File: src/rtl/qlm_pkg.sv
// rtl/qlm_pkg.sv - shared widths and operand/product types for the QLM multiplier slice
package qlm_pkg;
  localparam int QLM_W  = 16;
  localparam int QLM_PW = 32;

  typedef struct packed {
    logic [QLM_W-1:0] x;
    logic [QLM_W-1:0] y;
  } qlm_ops_t;

  typedef logic [QLM_PW-1:0] qlm_prod_t;
endpackage

File: src/rtl/QLM_w4q2.sv
// rtl/QLM_w4q2.sv - combinational log-domain approximate 16x16 multiplier
// Mitchell-style: leading-one exponents add, mantissas truncated to 4 fraction bits.
module QLM_w4q2
  import qlm_pkg::*;
(
  input  logic [QLM_W-1:0]  x,
  input  logic [QLM_W-1:0]  y,
  output logic [QLM_PW-1:0] p
);

  function automatic logic [3:0] lead_one(input logic [QLM_W-1:0] v);
    logic [3:0] k;
    k = '0;
    for (int i = 0; i < QLM_W; i++) begin
      if (v[i]) k = 4'(i);
    end
    return k;
  endfunction

  logic [3:0] kx, ky, fx, fy;
  logic [4:0] fsum, sh;
  logic [4:0] mant;

  always_comb begin
    kx   = lead_one(x);
    ky   = lead_one(y);
    fx   = 4'({x, 4'b0000} >> kx);
    fy   = 4'({y, 4'b0000} >> ky);
    fsum = {1'b0, fx} + {1'b0, fy};
    // A mantissa-sum carry moves one bit into the exponent; the leading 1 is always restored.
    sh   = {1'b0, kx} + {1'b0, ky} + {4'b0000, fsum[4]};
    mant = {1'b1, fsum[3:0]};
    if (x == '0 || y == '0) p = '0;
    else                    p = 32'(({31'b0, mant} << sh) >> 4);
  end

endmodule

File: src/rtl/rr_arbiter.sv
// rtl/rr_arbiter.sv - combinational round-robin grant, search starts at ptr and wraps
module rr_arbiter #(
  parameter  int N  = 4,
  localparam int IW = $clog2(N)
) (
  input  logic [N-1:0]  req,
  input  logic [IW-1:0] ptr,
  output logic [N-1:0]  gnt,
  output logic [IW-1:0] gnt_idx
);

  logic          found;
  logic [IW-1:0] idx;

  always_comb begin
    gnt     = '0;
    gnt_idx = '0;
    found   = 1'b0;
    idx     = '0;
    for (int k = 0; k < N; k++) begin
      idx = IW'((int'(ptr) + k) % N);
      if (!found && req[idx]) begin
        found        = 1'b1;
        gnt[idx]     = 1'b1;
        gnt_idx      = idx;
      end
    end
  end

endmodule

File: src/rtl/qlm_mult_arbiter.sv
// rtl/qlm_mult_arbiter.sv - round-robin sharing of one QLM_w4q2 multiplier, 2-stage pipeline
module qlm_mult_arbiter
  import qlm_pkg::*;
#(
  parameter  int N_REQ = 4,
  parameter  int TAG_W = 4,
  localparam int ID_W  = $clog2(N_REQ)
) (
  input  logic                   clk,
  input  logic                   rst_n,
  input  logic [N_REQ-1:0]       req_valid,
  output logic [N_REQ-1:0]       req_ready,
  input  logic [16*N_REQ-1:0]    req_x,
  input  logic [16*N_REQ-1:0]    req_y,
  input  logic [TAG_W*N_REQ-1:0] req_tag,
  output logic                   rsp_valid,
  input  logic                   rsp_ready,
  output logic [31:0]            rsp_p,
  output logic [ID_W-1:0]        rsp_id,
  output logic [TAG_W-1:0]       rsp_tag,
  output logic                   busy
);

  typedef struct packed {
    qlm_ops_t          ops;
    logic [ID_W-1:0]   id;
    logic [TAG_W-1:0]  tag;
  } s1_t;

  typedef struct packed {
    qlm_prod_t         p;
    logic [ID_W-1:0]   id;
    logic [TAG_W-1:0]  tag;
  } s2_t;

  s1_t             s1, s1_next;
  s2_t             s2;
  logic            s1_valid;
  logic [ID_W-1:0] rr_ptr, gnt_idx, next_ptr;
  logic [N_REQ-1:0] gnt;
  logic            adv1, adv2, accept;
  qlm_prod_t       prod;

  rr_arbiter #(.N(N_REQ)) u_arb (
    .req     (req_valid),
    .ptr     (rr_ptr),
    .gnt     (gnt),
    .gnt_idx (gnt_idx)
  );

  QLM_w4q2 u_mult (
    .x (s1.ops.x),
    .y (s1.ops.y),
    .p (prod)
  );

  assign adv2      = !rsp_valid || rsp_ready;
  assign adv1      = !s1_valid || adv2;
  assign req_ready = gnt & {N_REQ{adv1 && rst_n}};
  assign accept    = |req_ready;
  assign next_ptr  = (gnt_idx == ID_W'(N_REQ - 1)) ? '0 : gnt_idx + 1'b1;

  always_comb begin
    s1_next       = '0;
    s1_next.ops.x = req_x[QLM_W*gnt_idx +: QLM_W];
    s1_next.ops.y = req_y[QLM_W*gnt_idx +: QLM_W];
    s1_next.id    = gnt_idx;
    s1_next.tag   = req_tag[TAG_W*gnt_idx +: TAG_W];
  end

  always_ff @(posedge clk) begin
    if (!rst_n) begin
      s1        <= '0;
      s2        <= '0;
      s1_valid  <= 1'b0;
      rsp_valid <= 1'b0;
      rr_ptr    <= '0;
    end else begin
      if (adv2) begin
        s2.p      <= prod;
        s2.id     <= s1.id;
        s2.tag    <= s1.tag;
        rsp_valid <= s1_valid;
      end
      if (adv1) begin
        s1       <= s1_next;
        s1_valid <= accept;
        if (accept) rr_ptr <= next_ptr;
      end
    end
  end

  assign rsp_p   = s2.p;
  assign rsp_id  = s2.id;
  assign rsp_tag = s2.tag;
  assign busy    = s1_valid || rsp_valid;

endmodule
File: config.mk
export PLATFORM = sky130hd
export DESIGN_NAME = qlm_mult_arbiter
export DESIGN_NICKNAME = d
export VERILOG_FILES = /design/src/rtl/qlm_pkg.sv /design/src/rtl/QLM_w4q2.sv /design/src/rtl/rr_arbiter.sv /design/src/rtl/qlm_mult_arbiter.sv
export SDC_FILE = /design/constraint.sdc
export NUM_CORES = 1
export LEC_CHECK = 0
export ABC_AREA = 1
export CORE_MARGIN = 5
export CORE_UTILIZATION = 25
export DETAILED_ROUTE_END_ITERATION = 12
export PLACE_DENSITY = 0.44
export SETUP_SLACK_MARGIN = 0.02
export SLEW_MARGIN = 10
export SYNTH_ARGS = -nofsm -noshare
export SYNTH_HDL_FRONTEND = slang
export SYNTH_SLANG_ARGS = --single-unit
File: constraint.sdc
create_clock -name clk -period 5.3 [get_ports clk]
set_input_delay 0.795 -clock clk [delete_from_list [all_inputs] [get_ports clk]]
set_output_delay 0.795 -clock clk [all_outputs]
set_load 0.1 [all_outputs]
Word-level counts from Yosys, hierarchy flattened
Cells that the tools add are included.
{"block": "classes", "n_addsub": 7, "order_cmp": 8, "n_eq_ne": 1, "n_shift": 6, "n_mux": 59, "bitwise": 4, "n_reduce_logical": 21}
{"cell": "$shiftx A64 B7 Y16", "count": 2}
{"cell": "$mux W4", "count": 26}
{"cell": "$shr A20 B4 Y4", "count": 2}
{"cell": "$shl A5 B5 Y36", "count": 1}
{"cell": "$logic_not A16 Y1", "count": 2}
{"cell": "$mux W32", "count": 1}
{"cell": "$shiftx A16 B5 Y4", "count": 1}
{"cell": "$mux W2", "count": 7}
{"cell": "$mux W1", "count": 13}
{"cell": "$lt A2 B3 Y1 const B", "count": 4}
{"cell": "$mux W3", "count": 4}
{"cell": "$or A4 B4 Y4", "count": 3}
{"cell": "$add A4 B4 Y5", "count": 2}
{"cell": "$bmux W1 S2", "count": 4}
{"cell": "$demux W1 S2", "count": 4}
{"cell": "$ge A2 B1 Y1 const B", "count": 4}
{"cell": "$logic_and A1 B1 Y1", "count": 8}
{"cell": "$add A5 B1 Y5", "count": 1}
{"cell": "$logic_not A1 Y1", "count": 5}
{"cell": "$add A2 B1 Y2 const B", "count": 2}
{"cell": "$add A2 B2 Y2 const B", "count": 2}
{"cell": "$and A4 B4 Y4", "count": 1}
{"cell": "$logic_or A1 B1 Y1", "count": 4}
{"cell": "$reduce_or A4 Y1", "count": 1}
{"cell": "other kinds (2)", "count": 2}
{"block": "word_totals", "ff_bits": 80, "in_bits": 151, "out_inout_bits": 44, "elab_cells": 116}

Logic depth before layout (Yosys ltp)
{"block": "logic_depth", "word_depth": 20, "ltp_mapped": 37, "mapped_depth_nobuf": 35}

Hierarchy
Synthesis repeated with hierarchy kept, for this count alone.
{"block": "unflattened", "hier_cells": 1100, "hier_area_um2": 6535.0}
{"module": "qlm_mult_arbiter", "n_inst": 1, "cells_per_inst": 601, "area_each_um2": 3972.6}
{"module": "QLM_w4q2", "n_inst": 1, "cells_per_inst": 417, "area_each_um2": 2047.0}
{"module": "rr_arbiter", "n_inst": 1, "cells_per_inst": 82, "area_each_um2": 515.5}

Least setup slack after synthesis
No wires, ideal clock.
{"block": "synth_path", "path_kind": "register to register", "startpoint": "register s1[23] (netlist bit)", "endpoint": "register s2, in the netlist rsp_p[15]", "setup_time_ps": 69, "t_arrival_ps": 4268, "t_required_ps": 5231, "setup_slack_ps": 963, "path_stages_with_launch": 33, "path_buffers": 2, "path_cell_list": "dfxtp_1 > inv_1 > o21ai_0 > nand2_1 > nand2_1 > nand2_1 > nand2_1 > nand2_1 > nand2_1 > nand2_1 > nand2_1 > nand2_1 > nand2_1 > nand2_1 > buf_2 > nand2_1 > nand2_1 > nand2_1 > nand3_1 > nand3_1 > ha_1 > fa_1 > nand2_1 > nand2_1 > a21oi_1 > fa_1 > fa_1 > xnor2_1 > inv_1 > clkbuf_1 > nor4_1 > a221oi_1 > nor2_1"}
{"block": "synth_between", "elab_chain_len": 20, "elab_cells_between_ends": 23, "cone_classes": "3 x add/sub; 2 x shift; 16 x mux; 2 x reduce/logical"}
{"item": "start, declared", "line": "qlm_mult_arbiter.sv:36", "source": "s1_t s1, s1_next;"}
{"item": "start signal, assigned", "line": "qlm_mult_arbiter.sv:86", "source": "s1 <= s1_next;"}
{"item": "$mux W1", "line": "QLM_w4q2.sv:15", "source": "if (v[i]) k = 4'(i);"}
{"item": "$mux W4 (14 in series)", "line": "QLM_w4q2.sv:15"}
{"item": "$shr A20 B4 Y4", "line": "QLM_w4q2.sv:27", "source": "fx = 4'({x, 4'b0000} >> kx);"}
{"item": "$add A4 B4 Y5", "line": "QLM_w4q2.sv:29", "source": "fsum = {1'b0, fx} + {1'b0, fy};"}
{"item": "$add A5 B1 Y5", "line": "QLM_w4q2.sv:31", "source": "sh = {1'b0, kx} + {1'b0, ky} + {4'b0000, fsum[4]};"}
{"item": "$shl A5 B5 Y36", "line": "QLM_w4q2.sv:34", "source": "else p = 32'(({31'b0, mant} << sh) >> 4);"}
{"item": "$mux W32 (*)", "line": "QLM_w4q2.sv:33", "source": "if (x == '0 || y == '0) p = '0;"}
{"item": "end, declared", "line": "qlm_mult_arbiter.sv:37", "source": "s2_t s2;"}
Every way passes the cells marked *; elsewhere a longest branch is shown, timed or not.
A chain may end at the register's enable or synchronous reset.

Final worst setup path
{"block": "layout_path", "startpoint": "register s1[23] (netlist bit)", "endpoint": "register s2, in the netlist rsp_p[25]"}
The elaborated chain is that of the path after synthesis.

==> metrics.md <==
| Metric | Value |
|---|---|
| Worst-Margin Slew | around 1.0 ns |
| Compound-gate portion of the synthesized area | roughly 22% |
| Core Region | 0.0250 mm^2 |
| Antenna violations before repair | 0 |
| Routed length on met2 | between 10000 and 15000 um |
| Uppermost layer routed | met4 |
| F_max | about 210 MHz |
| Placed cell area | approximately 0.0086 mm^2 |
| Fin crit share | 88.6% |
| Post-Syn Instances | approximately 1100 |
| Num rows | 58 |
| Clock-pin slew on the worst setup and hold paths | ~0.070 ns |
| Final RePlAce weighted congestion | roughly 0.8 |
| HPWL after DPL | ~17000 um |
| CP max FO | 10 |
| Relative slew slack | 32.6% |
| RSZ-0062 raised after global routing | no |
| Share of layout cells above drive strength 1 | roughly 6.3% |
| Adder-Cell Fraction of Synth Area | approximately 3.9% |
| CTS tree | done |
| Cell area after synthesis | 0.00631 mm^2 |
| I/O pin total | 195 |
| Crit path launch | s1[23] |
| Total CTS buffers | 9 |
| HP Class | reg -> reg |
| Initial Util | between 20 and 30% |
| Crit path DAT | ~5 ns |
| Top cell type by total area after synthesis | dfxtp_1 |
| First-pass GRT wire length | 35500 um |
| WL per Instance | about 14 um |
| CTS root buffer | clkbuf_16 |
| Flop and latch count out of synthesis | 80 |
| Net Count, Synth | 1245 |
| Register area share after synthesis | 25.4% |
| CTS sink cnt | 80 |
| Netlist cell types | about 40 |
| Critical Path RT | about 5.6 ns |
| Post-synth top area share | between 20 and 30% |
| Post-Synth Simple-Gate Area | roughly 35% |
| Reg2reg start | s1[23] |
| RR Endpoint | rsp_p[25] |
| Routed wire length | 22400 um |
| Vias | 7092 |
| Area of all placed cells without fillers | between 0.008 and 0.009 mm^2 |
| Final WS setup | a little over 0.6 ns |
| EDFF count, synth | 0 |
| Worst-Skew Late Latency | about 0.35 ns |
| Count leader, synth | nand2_1 |
| Startpoint Class | flop |
| Tmin final | 4.70 ns |
| Starting DRT DRC Count | 327 |
| Most Frequent Cell on Critical Path | nand2_1 |
| Worst Skew | between 0.01 and 0.015 ns |
| Top post-synthesis cells by count | nand2_1 (234), inv_1 (149), a21oi_1 (117) |
| R2R setup slack | slightly above 0.6 ns |
| Layout Nets | around 1400 |
| Synthesis-to-finish area growth | 40.9% |
| Die Y | 169 um |
| Worst r2r path cells | 32 |
| GRT Util Overall | between 10% and 20% |
| TNS Setup | 0 ns |
| Post-synthesis mux area share | 0% |
| Final setup viols | 0 |
| CP max-delay cell | fa_1 |
| Critical Path Sink Type | flop |
| Largest net degree at the start of global routing | approximately 50 |
| DRC Markers | 0 |
| CTS H-Tree Depth | 3 |
| Largest family of logic cells by synthesized area | simple AND/OR/NAND/NOR gates |
| XOR/XNOR Fraction of Synth Area | 0.556% |
| Final hold viol count | 0 |
| Top cells by area, synth | dfxtp_1 (25%), nand2_1 (14%), a21oi_1 (9.3%) |
| Max_cap viols | 0 |
| IO buf count | about 190 |
| Clk buf depth | 2 |
| CP peak stage delay | between 0.5 and 0.6 ns |
| Total Die Area | between 0.02 and 0.03 mm^2 |
| Vias in the first global route | 6777 |
| Via density | 4.49 |
| Met1 WL | between 10000 and 15000 um |
| Post-route antenna net violation count | 0 |
| Grt ovf | 0 |
| Ys async rst share | 0% |
| Post-Place Worst Slack | just over 0.3 ns |
| Detailed-router iteration count before antenna repair | 4 |
| Met3 WL | about 1000 um |
| YS warnings | 0 |
| Outcome | finished clean |
| Syn avg cell area | slightly below 6 um^2 |
| Fin util | approximately 35% |
| ANT cells | 0 |
| Crit Path Category | reg -> reg |
| Dominant synthesized flop cell | dfxtp_1 |
| Worst Setup EP | rsp_p[25] |
| Die W | around 170 um |
| Fillers | roughly 2800 |
| Slew Viols, Final | 0 |
## per-layer routing
metal / vias up / global-route usage, %
met5: - / 0
met4: 0 / 3.63
met3: 10 / 2.90
met2: 144 / 24.7
met1: 3114 / 20.9
li1: 3824 / -
## kinds of logic (layout without fill, tap and decap cells)
group / after synthesis / in the layout
AOI/OAI and AO/OA: 258 / 258
xor gates and xnor gates: 4 / 4
adders and majority gates: 18 / 18
buffers and inverters: 211 / 384
DFF: 80 / 80
and+or+nand+nor: 505 / 505
## how the worst min path moves through the flow
stage,startpoint,endpoint,slack (ns),cells after the start
after floorplan,s1[5],rsp_id[1],0.43,2
after global placement,s1[5],rsp_id[1],0.45,2
after detailed placement,s1[5],rsp_id[1],0.45,2
after CTS,s1[5],rsp_id[1],0.46,2
after global routing,rsp_p[24],rsp_p[24],0.48,2
final,s1[5],rsp_id[1],0.46,2
## placed cells by master (no fill, tap or decap), drive strengths merged, types with 2 or more instances in the layout
master	n
nand4	6
clkinvlp	2
xor2	3
o211ai	5
nand3	116
clkbuf	10
clkdlybuf4s50	190
buf	24
clkinv	2
a31oi	2
dfxtp	80
and2	3
nand2	246
a22oi	3
a221oi	4
a211oi	2
nor4	4
inv	155
o22ai	2
a21oi	117
fa	3
nor2	121
nor3	4
nand3b	5
o21ai	121
ha	15
## final cells by class
type	instances	area [um^2]	area share (%)
inverter	155	591	6.65
clock inverter	5	63.8	0.718
timing repair buffer	214	2130	24.0
clock buffer	10	239	2.69
multi-input combinational	785	3840	43.3
sequential	80	1600	18.0
tap	330	413	4.65
## registers in the layout (all words and copies together), names as in the netlist
| signal | count |
|---|---|
| rr_ptr | 2 |
| rsp_id | 2 |
| rsp_p | 32 |
| rsp_tag | 4 |
| rsp_valid | 1 |
| s1 | 38 |
| s1_valid | 1 |
## through the flow
step / hold slack [ns] / instances
finish: 0.459 / 1579
floorplan: 0.430 / 1076
CTS: 0.464 / 1579
global route: 0.477 / 1579
detailed placement: 0.453 / 1564
global placement: 0.451 / 1564
## critical path: cells and delay by family, from the launching register on
| family | cells | cell delay, ns |
|---|---|---|
| AO/OA/AOI/OAI | 6 | 1.13 |
| buffers and inverters | 3 | 0.40 |
| AND/OR/NAND/NOR | 20 | 1.54 |
| adder cells (fa/ha/maj) | 3 | 1.19 |
| flip-flops | 1 | 0.35 |
## timing repair
item                                    4_1_cts  5_1_grt
buffers inserted                              0        0
endpoints found under the setup margin        0       23
resized for setup                             0        6
hold buffers                                  0        0
Power is left out: the tool's default activity adds up to more than one toggle a clock period on the data nets, which glitch-free logic cannot reach.
